**config.mk**
```make
export PLATFORM = sky130hd
export DESIGN_NAME = uart_dac_top
export DESIGN_NICKNAME = d
export VERILOG_FILES = /design/src/rtl/uart_dac_pkg.sv /design/src/rtl/uart_rx_byte.sv /design/src/rtl/uart_dac_top.sv
export SDC_FILE = /design/constraint.sdc
export NUM_CORES = 1
export LEC_CHECK = 0
export BUFFER_PORTS_ARGS = -buffer_cell sky130_fd_sc_hd__buf_2
export CORE_UTILIZATION = 59
export DETAILED_ROUTE_END_ITERATION = 16
export PLACE_DENSITY = 0.76
export SLEW_MARGIN = 40
export SYNTH_ARGS = -nofsm -noshare
export SYNTH_HDL_FRONTEND = slang
export SYNTH_SLANG_ARGS = --single-unit
```
**constraint.sdc**
```tcl
create_clock -name clk -period 4.2 [get_ports clk]
set_input_delay 0.42 -clock clk [delete_from_list [all_inputs] [get_ports clk]]
set_output_delay 0.42 -clock clk [all_outputs]
set_load 0.01 [all_outputs]
```
**src/rtl/uart_dac_pkg.sv**
```systemverilog
// uart_dac_pkg: shared state types, frame constants and rate helpers for the UART-to-DAC path
package uart_dac_pkg;
  typedef enum logic [1:0] {R_IDLE, R_START, R_DATA, R_STOP} rx_state_t;
  typedef enum logic [1:0] {P_HEAD, P_HI, P_LO} parser_state_t;
  localparam logic [7:0] FRAME_HEAD = 8'hA5;
  function automatic int bit_cnt(input int clk_fre, input int uart_rate);
    return clk_fre * 1000000 / uart_rate;
  endfunction
  function automatic int dac_half(input int clk_fre, input int dac_fre);
    return clk_fre * 1000000 / (2 * dac_fre);
  endfunction
endpackage

```
**src/rtl/uart_rx_byte.sv**
```systemverilog
// uart_rx_byte: 8N1 receiver with input synchroniser; flags good bytes and bad stop bits
module uart_rx_byte
  import uart_dac_pkg::*;
#(
  parameter int BIT_CNT = 434
) (
  input  logic       clk,
  input  logic       rst_n,
  input  logic       rx,
  output logic       byte_valid,
  output logic [7:0] byte_data,
  output logic       stop_err
);
  localparam int CW = $clog2(BIT_CNT);
  rx_state_t state, state_next;
  logic [2:0] sync;
  logic [CW-1:0] cnt;
  logic [2:0] bit_idx;
  logic rx_s, tick, half_tick;
  assign rx_s = sync[1];
  assign tick = cnt == CW'(BIT_CNT - 1);
  assign half_tick = cnt == CW'(BIT_CNT / 2 - 1);
  always_comb begin
    state_next = state;
    case (state)
      R_IDLE:  state_next = (sync[2] && !rx_s) ? R_START : R_IDLE;
      R_START: state_next = half_tick ? (rx_s ? R_IDLE : R_DATA) : R_START;
      R_DATA:  state_next = (tick && bit_idx == 3'd7) ? R_STOP : R_DATA;
      R_STOP:  state_next = tick ? R_IDLE : R_STOP;
      default: state_next = R_IDLE;
    endcase
  end
  // sync[1:0] is the two-flop synchroniser, sync[2] the previous sample for edge detection
  always_ff @(posedge clk or negedge rst_n)
    if (!rst_n) begin
      sync       <= '1;
      state      <= R_IDLE;
      cnt        <= '0;
      bit_idx    <= '0;
      byte_data  <= '0;
      byte_valid <= 1'b0;
      stop_err   <= 1'b0;
    end else begin
      sync       <= {sync[1:0], rx};
      state      <= state_next;
      cnt        <= (state == R_IDLE || state_next != state || tick) ? '0 : cnt + 1'b1;
      if (state == R_DATA && tick) begin
        byte_data <= {rx_s, byte_data[7:1]};
        bit_idx   <= bit_idx + 1'b1;
      end
      byte_valid <= state == R_STOP && tick && rx_s;
      stop_err   <= state == R_STOP && tick && !rx_s;
    end
endmodule

```
**src/rtl/uart_dac_top.sv**
```systemverilog
// uart_dac_top: decodes A5/HI/LO UART frames into 12-bit codes and drives a parallel DAC
module uart_dac_top
  import uart_dac_pkg::*;
#(
  parameter int          CLK_FRE       = 50,
  parameter int          UART_RATE     = 115200,
  parameter int          DAC_FRE       = 1000000,
  parameter logic [11:0] DAC_INIT      = 12'h000,
  parameter int          TIMEOUT_BYTES = 4
) (
  input  logic        clk,
  input  logic        rst_n,
  input  logic        uart_rx,
  output logic [11:0] dac_db,
  output logic        dac_clk,
  output logic        frame_err
);
  localparam int BIT_N  = bit_cnt(CLK_FRE, UART_RATE);
  localparam int HALF   = dac_half(CLK_FRE, DAC_FRE);
  localparam int TO_LIM = TIMEOUT_BYTES * 10 * BIT_N;
  localparam int TW     = $clog2(TO_LIM + 1);
  localparam int DW     = $clog2(HALF + 1);
  logic       byte_valid, stop_err, err_c, timeout;
  logic [7:0] byte_data;
  parser_state_t p_state, p_next;
  logic [3:0]    hi;
  logic [11:0]   pending;
  logic [TW-1:0] idle_cnt;
  logic [DW-1:0] div;
  uart_rx_byte #(.BIT_CNT(BIT_N)) u_rx (
    .clk       (clk),
    .rst_n     (rst_n),
    .rx        (uart_rx),
    .byte_valid(byte_valid),
    .byte_data (byte_data),
    .stop_err  (stop_err)
  );
  assign timeout = idle_cnt == TW'(TO_LIM - 1);
  assign err_c = stop_err || (byte_valid && p_state == P_HI && |byte_data[7:4]);
  always_comb begin
    p_next = p_state;
    if (stop_err) p_next = P_HEAD;
    else if (byte_valid)
      case (p_state)
        P_HEAD:  p_next = (byte_data == FRAME_HEAD) ? P_HI : P_HEAD;
        P_HI:    p_next = |byte_data[7:4] ? P_HEAD : P_LO;
        default: p_next = P_HEAD;
      endcase
    else if (p_state != P_HEAD && timeout) p_next = P_HEAD;
  end
  // idle_cnt measures silence since the last byte while a frame is partially received
  always_ff @(posedge clk or negedge rst_n)
    if (!rst_n) begin
      p_state   <= P_HEAD;
      hi        <= '0;
      pending   <= DAC_INIT;
      idle_cnt  <= '0;
      frame_err <= 1'b0;
    end else begin
      p_state   <= p_next;
      frame_err <= err_c;
      idle_cnt  <= (p_next == P_HEAD || byte_valid) ? '0 : idle_cnt + 1'b1;
      if (byte_valid && p_state == P_HI) hi <= byte_data[3:0];
      if (byte_valid && p_state == P_LO) pending <= {hi, byte_data};
    end
  // the code is loaded as dac_clk falls so it is stable around the DAC's rising-edge latch
  always_ff @(posedge clk or negedge rst_n)
    if (!rst_n) begin
      div     <= '0;
      dac_clk <= 1'b0;
      dac_db  <= DAC_INIT;
    end else begin
      div <= (div == DW'(HALF - 1)) ? '0 : div + 1'b1;
      if (div == DW'(HALF - 1)) begin
        dac_clk <= ~dac_clk;
        if (dac_clk) dac_db <= pending;
      end
    end
endmodule

```
# Word level (Yosys, flattened, before mapping)
# Cells that the tools add are included.
# op_classes
n_mux	15
bitwise	1
eq_ne	12
n_addsub	4
reduce_logical	21
# op_table
op	count
adder 15 x 1 -> 15 bit, second input constant	1
== test 15 bit, second input constant	1
two-way mux 15 bit	1
two-way mux 2 bit	7
logical AND 1 bit	10
adder 9 x 1 -> 9 bit, second input constant	1
== test 9 x 8 -> 1 bit, second input constant	1
== test 9 bit, second input constant	1
two-way mux 9 bit	1
== test 8 bit, second input constant	1
one-hot mux 2 bit (4 select lines)	1
== test 2 bit, second input constant	3
zero test 2 bit	3
adder 5 x 1 -> 5 bit, second input constant	1
== test 5 bit, second input constant	1
two-way mux 5 bit	1
== test 2 x 1 -> 1 bit, second input constant	2
logical OR 1 bit	4
one-hot mux 2 bit (2 select lines)	1
OR reduction 4 bit	1
adder 3 x 1 -> 3 bit, second input constant	1
== test 3 bit, second input constant	1
two-way mux 1 bit	3
inequality test 2 bit	1
4 further kinds	4
# word_totals
regBits	79
wordCells	68
in_bits	3
out_inout_bits	14

# Depth between registers and ports, before layout
# Gate-level depths: netlist (run 1).
# depth
ltp_word	8
mapped_depth	7
ltp_nobuf	6

# Modules after synthesis
# Synthesis (run 1) repeated with hierarchy kept, for this count alone.
# unflattened
cells_unflattened	273
hier_area_um2	3460.8
# by_module_without_submodules
module	area_per_inst_um2	n_inst	seq_area_each_um2	cells_per_inst
uart_dac_top	2227.1	1	1301.2	177
uart_rx_byte	1233.7	1	679.4	96

# Worst setup path before layout (run 1)
# Ideal clock, no wire load.
# synth_path
path_kind	reg2reg
startpoint	register u_rx.cnt[1]
endpoint	register u_rx.bit_idx[1]
setup_ns	0.125
stages_incl_launch_ff	7
synth_period_minus_slack_ns	1.643
t_required_ns	4.075
n_path_buf	1
arrival_time_ns	1.518
path_slack_ns	2.557
path_cell_list	dfrtp_1 -> inv_1 -> ha_1 -> nand4b_1 -> nor4_4 -> buf_6 -> mux2_2
# synth_between
elab_chain_cells	2
# synth_rtl
item	line	rtl
start: declaration	uart_rx_byte.sv:17	logic [CW-1:0] cnt;
start signal: assignment	uart_rx_byte.sv:46	cnt <= (state == R_IDLE || state_next != state || tick) ? '0 : cnt + 1'b1;
== test 9 bit	uart_rx_byte.sv:21	assign tick = cnt == CW'(BIT_CNT - 1);
logical AND 1 bit	uart_rx_byte.sv:47	if (state == R_DATA && tick) begin
end signal: assignment	uart_rx_byte.sv:49	bit_idx <= bit_idx + 1'b1;
end: declaration	uart_rx_byte.sv:18	logic [2:0] bit_idx;
# Every way passes these cells.
# A chain may end at the register's enable or synchronous reset.

# Worst setup path after layout (run 1)
# layout_path
startpoint	register u_rx.cnt[1]
endpoint	register u_rx.bit_idx[2]
# Same word-level chain as after synthesis.

==> impl_metrics.yaml, run 1 <==
cts:
  clock-root-buffer: "clkbuf_8"
  cts_made_buffers: 9
  clock_path_buffers: 2
  postCtsHoldBufs: 0
  cts.clk_slew.worst_paths_ns: 0.08
  cts.sinks: 79
  cts_setup_buffers: 0
  clock_latency_ns: 0.34
  cts_tree: "done"
  htree_levels: 3
  post_cts_resize_count: 0
global_route:
  grt_pass1_vias: 1983
  grt_max_degree: 80
  grt_use_met3_pct: 4.19
  grt_use_total_pct: 19.3
  use_met2_pct: 30.4
  top_usage_layer: "met2"
  antenna_found_initial: 0
  grt_use_met1_pct: 25.1
  grt_pass1_wl_mm: 8.98
  overflow: 0
synthesis:
  avgSynthCellArea_um2: 12.7
  ys_seq_elements: 79
  synth_compound_area_share_pct: 3.91
  synthMuxAreaShare_pct: 12.7
  syn_nets: 283
  syn_area_um2: 3450
  synthSimpleGateAreaFrac_pct: 14.4
  yosysSeqAreaShare_pct: 57.4
  syn_inst: 272
  synth_ff_type: "dfrtp_1"
  ys_warn_count: 0
  synthAdderAreaFrac_pct: 2.90
  synth_top_family_by_area: "simple AND/OR/NAND/NOR gates"
  synth_edf_count: 0
  async_reset_ff_share_pct: 100
  ys_types: 46
  synth_xor_area_share_pct: 5.84
pwr:
  pwr_density_cell_nw_per_um2: 379
  ir_drop_v: 0.000258
  leakagePower_nw: 1.76
placed_design:
  portBuffers: 16
  gp_congestion: 0.857
  pre_cts_ws_ns: 2.20
  dp_hpwl_mm: 3.42
  place_area_um2: 3570
floorplanning:
  die_w_um: 78.5
  dieArea_um2: 6160
  start_util_pct: 61.9
  core.rowCount: 27
  ios: 17
  fp.coreArea_um2: 5570
  die_y_um: 78.5
sta:
  final_hold_viol_count: 0
  tightest_slew_ns: 0.750
  finalCriticalPeriod_ns: 2.01
  setup_ws_ns: 2.19
  finalCritPeriodShare_pct: 47.9
  rsz0062_at_grt: "no"
  setup_viol: 0
  maxSlewHeadroom_pct: 49.6
  finClkSkew_ns: 0.00679
  max_clock_freq_mhz: 497
  slew_violations: 0
  hold-worst-slack_ns: 0.0958
  fin_setup_tns_ns: 0
setup_path:
  cp_cell_sequence: "inv_1, ha_1, nand4b_1, nor4_4, mux2_2"
  critPathKind: "reg2reg"
  critPathRequiredTime_ns: 4.43
  cp_max_fo: 12
  crit_arrival_ns: 2.24
  worstSetupEndpointType: "register"
  crit_path_max_incr_delay_ns: 0.68
  critPathSlowestCell: "nor4_4"
  start_kind: "register"
detailed_routing:
  via_per_inst: 5.48
  drt_iter0_drc: 90
  drc_errors: 0
  wl_mm: 5.07
  via_count: 2021
  ant_nets: 0
  wl_per_cell_um: 13.8
  firstDrtPassIters: 5
flow_run:
  drv_cap: 0
finish:
  final_common_cell: "dfrtp_1"
  fin_area_um2: 3740
  final_cell_mix: "dfrtp_1 (76), mux2_2 (38), nor2_1 (34), xnor2_1 (15), buf_2 (15)"
  syn2layout_area_growth_pct: 8.23
  final_nets: 304
  n_antenna_cell: 0
  drive_above_1_share_pct: 28.3
min_path:
  min_path_type: "in2async"
status:
  status: "complete, no violations"
## final cells by class
type                    instances  area [um2]
clock buffers                   9         124
well taps                      72        90.1
inverters                      12        45.0
clock inverters                 6        38.8
fillers                       410        1840
multi-input cells             175        1370
flip-flops and latches         79        1980
repair buffers                 16        86.3
## logic make-up (layout without fill, tap and decap cells)
kind of cell	count (synthesis)	count (layout)
AND/OR/NAND/NOR	90	90
flip-flops	79	79
multiplexers	39	39
XOR/XNOR	23	23
buffers and inverters	18	43
AO/OA/AOI/OAI	15	15
adder cells (fa/ha/maj)	8	8
## worst paths after layout
path                            cells after the start          from  slack [ns]               to
worst min register to register                      0  u_rx.sync[0]        0.36     u_rx.sync[1]
max in group asynchronous                           1         rst_n        3.64      idle_cnt[5]
worst max-delay path                                5   u_rx.cnt[1]        2.19  u_rx.bit_idx[2]
min in group clk                                    1       uart_rx        0.17     u_rx.sync[0]
worst min-delay path                                1         rst_n         0.1           div[4]
worst max register to register                      5   u_rx.cnt[1]        2.19  u_rx.bit_idx[2]
## stage by stage
stage          util (%)  instances  power (mW)
2_1_floorplan         -        272       0.931
3_3_place_gp       64.0        354       0.953
3_5_place_dp       64.1        354       0.959
4_1_cts            67.0        369        1.43
5_1_grt            67.0        369        1.49
6_report           67.0        369        1.41
## critical path: cells and delay by family, from the launching register on
family                     cells  cell delay, ns
and+or+nand+nor                2            0.85
buffers and inverters          1            0.09
DFF                            1            0.40
muxes                          1            0.41
adders and majority gates      1            0.14
## where the power goes
group / switching [mW] / total [mW] / internal (mW)
clock network: 0.263 / 0.471 / 0.209
logic: 0.0581 / 0.104 / 0.0456
registers: 0.0443 / 0.840 / 0.796
## metal layers
layer / share of wire [%] / vias up
met3: 2.5 / 9
li1: - / 986
met2: 48 / 23
met5: 0 / -
met1: 47 / 1003
met4: 1.9 / 0
## sequential cells by signal, indices dropped and copies added, names as in the netlist, 2 cells and up
name,count
idle_cnt,15
dac_db,12
pending,12
u_rx.cnt,9
u_rx.byte_data,8
div,5
hi,4
u_rx.bit_idx,3
u_rx.sync,3
p_state,2
u_rx.state,2
## cell usage after synthesis (all sizes together) (2+ instances only)
master | count | area (um2)
dfstp | 3 | 78.8
mux2 | 38 | 428
dfrtp | 76 | 1900
o21ai | 3 | 18.8
nand4 | 4 | 40.0
o211ai | 3 | 22.5
nor4b | 3 | 32.5
or2 | 2 | 12.5
nand3 | 10 | 50.1
nor4 | 4 | 40.0
inv | 12 | 45.0
buf | 6 | 55.1
ha | 8 | 100
xor2 | 8 | 70.1
nand2b | 2 | 12.5
nand2 | 11 | 43.8
xnor2 | 15 | 131
nand3b | 2 | 15.0
nor2 | 36 | 140
nor3 | 7 | 35.0
No activity file was read; power rests on OpenSTA's default activity.
==> run 2, diff against run 1 <==
- clock period: 4.2 -> 1.9 ns (I/O delays scaled with it)
==> run 2 against run 1 <==
  * Critical path depth rose by 1
  * Largest power group unchanged
  * Core utilization increased by 1.4 points
  * Sequential share of layout area is 1.1 points lower
  * Global-route usage rose by 0.55 points
  * Wire length up 7.9%
  * Die area unchanged
  * Count of clock-buffer cells in the layout did not move
  * Critical path type unchanged
  * Register-to-register slack got worse by 2.0 ns
  * Design area increased by 2.0%
==> impl_metrics.yaml, run 2 (synthesis gave the netlist of run 1 again) <==
global_route:
  antenna_found_initial: 0
  grt_pass1_wl_mm: 9.15
  grt_max_degree: 48
  grt_pass1_vias: 1940
  grt_use_total_pct: 19.8
  overflow: 0
pwr:
  power.share.clock_pct: 35.2
  pwr_density_cell_nw_per_um2: 851
  leakagePower_nw: 1.80
  comb_power_share_pct: 7.3
  switching_power_mw: 0.891
  seqPwrFrac_pct: 57.5
  p_int_mw: 2.35
  ir_drop_v: 0.000608
  swShare_pct: 27.4
floorplanning:
  dieArea_um2: 6160
  core.rowCount: 27
  die_w_um: 78.5
  fp.coreArea_um2: 5570
  start_util_pct: 61.9
  die_y_um: 78.5
  ios: 17
placed_design:
  dp_hpwl_mm: 3.58
  portBuffers: 16
  dp.cells: 358
  place_area_um2: 3610
  gp_congestion: 0.825
  pre_cts_ws_ns: 0.190
finish:
  final_cell_mix: "dfrtp_1 (76), mux2_2 (38), nor2_1 (34), xnor2_1 (15), buf_2 (15)"
  seq_area_um2: 1980
  final_nets: 310
  n_antenna_cell: 0
  syn2layout_area_growth_pct: 10.4
  drive_above_1_share_pct: 29.3
  fin_area_um2: 3810
  instances_no_fill: 376
  fillers: 412
  largest_reg_flops: 15
  reg_top3: "idle_cnt x15, dac_db x12, pending x12"
  multi_input_area_um2: 1370
  final_common_cell: "dfrtp_1"
  regMostFlops: "idle_cnt"
setup_path:
  critPathKind: "reg2reg"
  crit_path_max_incr_delay_ns: 0.41
  crit_arrival_ns: 1.96
  critPathRequiredTime_ns: 2.14
  cp_cell_sequence: "inv_1, ha_1, nand4b_1, nor4_4, buf_4, mux2_2"
  timing.rr.end: "u_rx.byte_data[4]"
  r2r-start: "u_rx.cnt[1]"
  cp_max_fo: 12
  r2r_cells: 6
  critPathSlowestCell: "dfrtp_1"
  worstSetupEndpointType: "register"
  worst_setup_path_startpoint: "u_rx.cnt[1]"
  r2r_slack_ns: 0.18
  start_kind: "register"
status:
  status: "complete, no violations"
detailed_routing:
  drc_errors: 0
  drt_iter0_drc: 85
  via_count: 2033
  wl_per_cell_um: 14.6
  via_per_inst: 5.41
  firstDrtPassIters: 4
  ant_nets: 0
  wl_mm: 5.48
cts:
  htree_levels: 3
  clock-root-buffer: "clkbuf_8"
  cts_made_buffers: 9
  cts.sinks: 79
  cts_tree: "done"
  clock_path_buffers: 2
  post_cts_resize_count: 0
  clock_latency_ns: 0.34
  cts.clk_slew.worst_paths_ns: 0.09
sta:
  tightest_slew_ns: 0.481
  maxSlewHeadroom_pct: 67.9
  finClkSkew_ns: 0.00765
  final_hold_viol_count: 0
  finalCritPeriodShare_pct: 90.7
  slew_violations: 0
  finalCriticalPeriod_ns: 1.72
  rsz0062_at_grt: "no"
  setup_ws_ns: 0.176
  max_clock_freq_mhz: 580
  fin_setup_tns_ns: 0
  setup_viol: 0
min_path:
  min_path_type: "in2async"
flow_run:
  drv_cap: 0
[run 2: changes by cell type in the layout (fill, tap and decap cells not counted), sizes merged]
cell,before,now
inv,12,15
buf,16,20
dlygate4sd3,0,2
clkinv,4,1
clkinvlp,2,3
[run 2: stage by stage]
| step | power [mW] | hold WS [ns] | utilization [%] |
|---|---|---|---|
| final | 3.25 | 0.326 | 68.4 |
| after global routing | 3.39 | 0.364 | 68.4 |
| after CTS | 3.27 | 0.333 | 68.4 |
| after detailed placement | 2.13 | 0.166 | 64.8 |
| after global placement | 2.12 | 0.159 | 64.8 |
| after floorplan | 2.06 | -0.106 | - |
[run 2: critical path, delay by kind of cell (launching register included)]
kind                       cells  cell delay, ns
adders and majority gates      1            0.14
buffers and inverters          2            0.32
muxes                          1            0.36
and+or+nand+nor                2            0.38
DFF                            1            0.41
[run 2: worst max path at each step]
stage	endpoint	slack, ns
6_report	u_rx.byte_data[4]	0.18
5_1_grt	u_rx.bit_idx[2]	0.08
4_1_cts	u_rx.byte_data[4]	0.17
3_5_place_dp	u_rx.byte_data[7]	0.19
3_3_place_gp	u_rx.byte_data[4]	0.24
2_1_floorplan	u_rx.bit_idx[1]	0.26
[run 2: what timing repair did]
item,in CTS,in global routing
setup buffers,0,0
endpoints found under the hold margin,31,0
hold buffers,2,0
[run 2: power groups by stage]
stage | sequential (mW) | combinational, mW | clock [mW]
after floorplan | 1.85 | 0.205 | 0
after global placement | 1.89 | 0.229 | 0
after detailed placement | 1.89 | 0.235 | 0
after CTS | 1.86 | 0.243 | 1.16
after global routing | 1.88 | 0.275 | 1.24
final | 1.87 | 0.237 | 1.14
[run 2: routing by layer]
metal  global-route usage (%)  wire length [um]  vias to the layer above  part of all wire [%]
met5                        0                 0                        -                     0
met4                     6.67                71                        0                   1.3
met3                     5.23               168                        7                   3.1
met2                     31.8              2630                       30                    48
met1                     26.4              2600                     1005                    48
li1                         -                 -                      991                     -
[run 2: final cells by class]
class                           instances  area share, %
Clock buffer                            9           3.25
Clock inverter                          7           1.48
Inverter                               12           1.18
Multi-Input combinational cell        175           36.0
Sequential cell                        79           52.0
Tap cell                               72           2.36
Timing Repair Buffer                   22           3.81
==> run 3, diff against run 2 <==
- CORE_UTILIZATION: 59 -> 45
- PLACE_DENSITY: 0.76 -> 0.61
- SLEW_MARGIN: 40 -> unset
==> run 3 against run 2 <==
  * Power rose by 0.64%
  * Wire length fell by 5.3%
  * Largest cell class unchanged
  * Hold slack got worse by 0.080 ns
  * Highest routed layer unchanged
  * Final cell count rose by 7.7%
  * Core utilization fell by 16 points
  * Maximum frequency rose by 0.79%
  * Sequential power barely moved
  * Global-route usage fell by 5.2 points
==> impl_metrics.yaml, run 3 (synthesis gave the netlist of run 1 again) <==
status:
  status: "complete, no violations"
cts:
  cts_made_buffers: 9
  htree_levels: 3
  cts_setup_buffers: 0
  cts_tree: "done"
  clock_path_buffers: 2
  cts.clk_slew.worst_paths_ns: 0.10
  clock_latency_ns: 0.35
  cts.sinks: 79
  clock-root-buffer: "clkbuf_8"
pwr:
  p_total_mw: 3.27
  comb_power_share_pct: 7.2
  leakagePower_nw: 1.81
  ir_drop_v: 0.000383
  p_int_mw: 2.37
  pwr_density_cell_nw_per_um2: 845
  swShare_pct: 27.5
  power.share.clock_pct: 35.9
  seqPwrFrac_pct: 56.9
  switching_power_mw: 0.898
min_path:
  min_path_type: "in2async"
sta:
  max_clock_freq_mhz: 585
  final_hold_viol_count: 0
  setup_viol: 0
  setup_ws_ns: 0.189
  slew_violations: 0
  finClkSkew_ns: 0.0116
  finalCriticalPeriod_ns: 1.71
  tightest_slew_ns: 0.370
  finalCritPeriodShare_pct: 90.0
  maxSlewHeadroom_pct: 75.0
  fin_setup_tns_ns: 0
  rsz0062_at_grt: "no"
finish:
  regMostFlops: "idle_cnt"
  multi_input_area_um2: 1370
  seq_area_um2: 1980
  drive_above_1_share_pct: 29.7
  reg_top3: "idle_cnt x15, dac_db x12, pending x12"
  final_common_cell: "dfrtp_1"
  n_antenna_cell: 0
  final_cell_mix: "dfrtp_1 (76), mux2_2 (38), nor2_1 (34), xnor2_1 (15), buf_2 (15)"
  final_nets: 312
  largest_reg_flops: 15
  fillers: 635
  syn2layout_area_growth_pct: 12.0
setup_path:
  cp_max_fo: 12
  crit_path_max_incr_delay_ns: 0.40
  r2r-start: "u_rx.cnt[1]"
  critPathKind: "reg2reg"
  cp_cell_sequence: "inv_1, ha_1, nand4b_1, nor4_4, buf_4, mux2_2"
  crit_family: "flip-flops"
  start_kind: "register"
  critPathSlowestCell: "dfrtp_1"
  r2r_cells: 6
  worst_setup_path_startpoint: "u_rx.cnt[1]"
  timing.rr.end: "u_rx.byte_data[2]"
  crit_arrival_ns: 1.94
  r2r_slack_ns: 0.19
  worstSetupEndpointType: "register"
  cp_num_buf_inv: 2
  critPathRequiredTime_ns: 2.13
placed_design:
  dp_hpwl_mm: 3.61
  portBuffers: 16
  gp_congestion: 0.764
  pre_cts_ws_ns: 0.203
floorplanning:
  core.rowCount: 31
  ios: 17
  die_w_um: 89.6
  fp.coreArea_um2: 7330
  die_y_um: 89.6
  dieArea_um2: 8030
  start_util_pct: 47.1
detailed_routing:
  via_per_inst: 4.98
  wl_mm: 5.19
  via_count: 2017
  ant_nets: 0
  wl_per_cell_um: 12.8
  drt_iter0_drc: 50
  firstDrtPassIters: 4
  drc_errors: 0
global_route:
  grt_use_total_pct: 14.6
  grt_pass1_vias: 1895
  grt_pass1_wl_mm: 8.95
  antenna_found_initial: 0
  overflow: 0
  grt_max_degree: 38
flow_run:
  drv_cap: 0
==> run 3: cell count changes in the layout (fill, tap and decap cells not counted), sizes merged <==
cell	change
clkinvlp	-1
buf	+2
clkinv	-1
inv	+2
==> run 3: cell type report <==
cell class	instances	share of cell area (%)
repair buffers	24	4.14
inverters	12	1.17
clock buffers	9	3.20
multi-input cells	175	35.5
clock inverters	7	1.59
flip-flops and latches	79	51.2
well taps	99	3.20
==> run 3: worst max path at each step <==
stage / cells past startpoint / endpoint / slack, ns
after floorplan: 6 / u_rx.bit_idx[1] / 0.26
after global routing: 6 / u_rx.byte_data[7] / 0.07
after detailed placement: 6 / u_rx.byte_data[6] / 0.20
final: 6 / u_rx.byte_data[2] / 0.19
after global placement: 6 / u_rx.byte_data[5] / 0.23
after CTS: 6 / u_rx.byte_data[2] / 0.19
==> run 3: metrics by stage <==
step / hold slack (ns) / instance area (um2) / instances / utilization [%]
2_1_floorplan: -0.106 / 3450 / 272 / -
3_3_place_gp: 0.0927 / 3660 / 387 / 49.9
3_5_place_dp: 0.0935 / 3660 / 387 / 49.9
4_1_cts: 0.245 / 3870 / 405 / 52.7
5_1_grt: 0.284 / 3870 / 405 / 52.7
6_report: 0.246 / 3870 / 405 / 52.7
==> run 3: power groups by stage <==
stage	clock, mW	sequential (mW)	combinational (mW)
CTS	1.21	1.86	0.242
finish	1.17	1.86	0.235
detailed placement	0	1.89	0.239
global route	1.28	1.88	0.291
floorplan	0	1.85	0.205
global placement	0	1.89	0.235
==> run 3: worst register-to-register path: stages, from the launching register on <==
cell and delay [ns]:
dfrtp_1 0.40, inv_1 0.08, ha_1 0.14, nand4b_1 0.16, nor4_4 0.23, buf_4 0.23
mux2_2 0.36
==> run 3: what timing repair did <==
| item | in CTS | in global routing |
|---|---|---|
| gates resized for setup | 0 | 0 |
| hold buffers | 2 | 0 |
| hold endpoints to repair | 20 | 0 |
==> run 3: layer usage <==
layer / vias up / global-route usage, % / share of wire (%)
met5: - / 0 / 0
met4: 0 / 6.49 / 1.3
met3: 6 / 3.29 / 2.7
met2: 35 / 22.9 / 46
met1: 978 / 19.5 / 50
li1: 998 / - / -
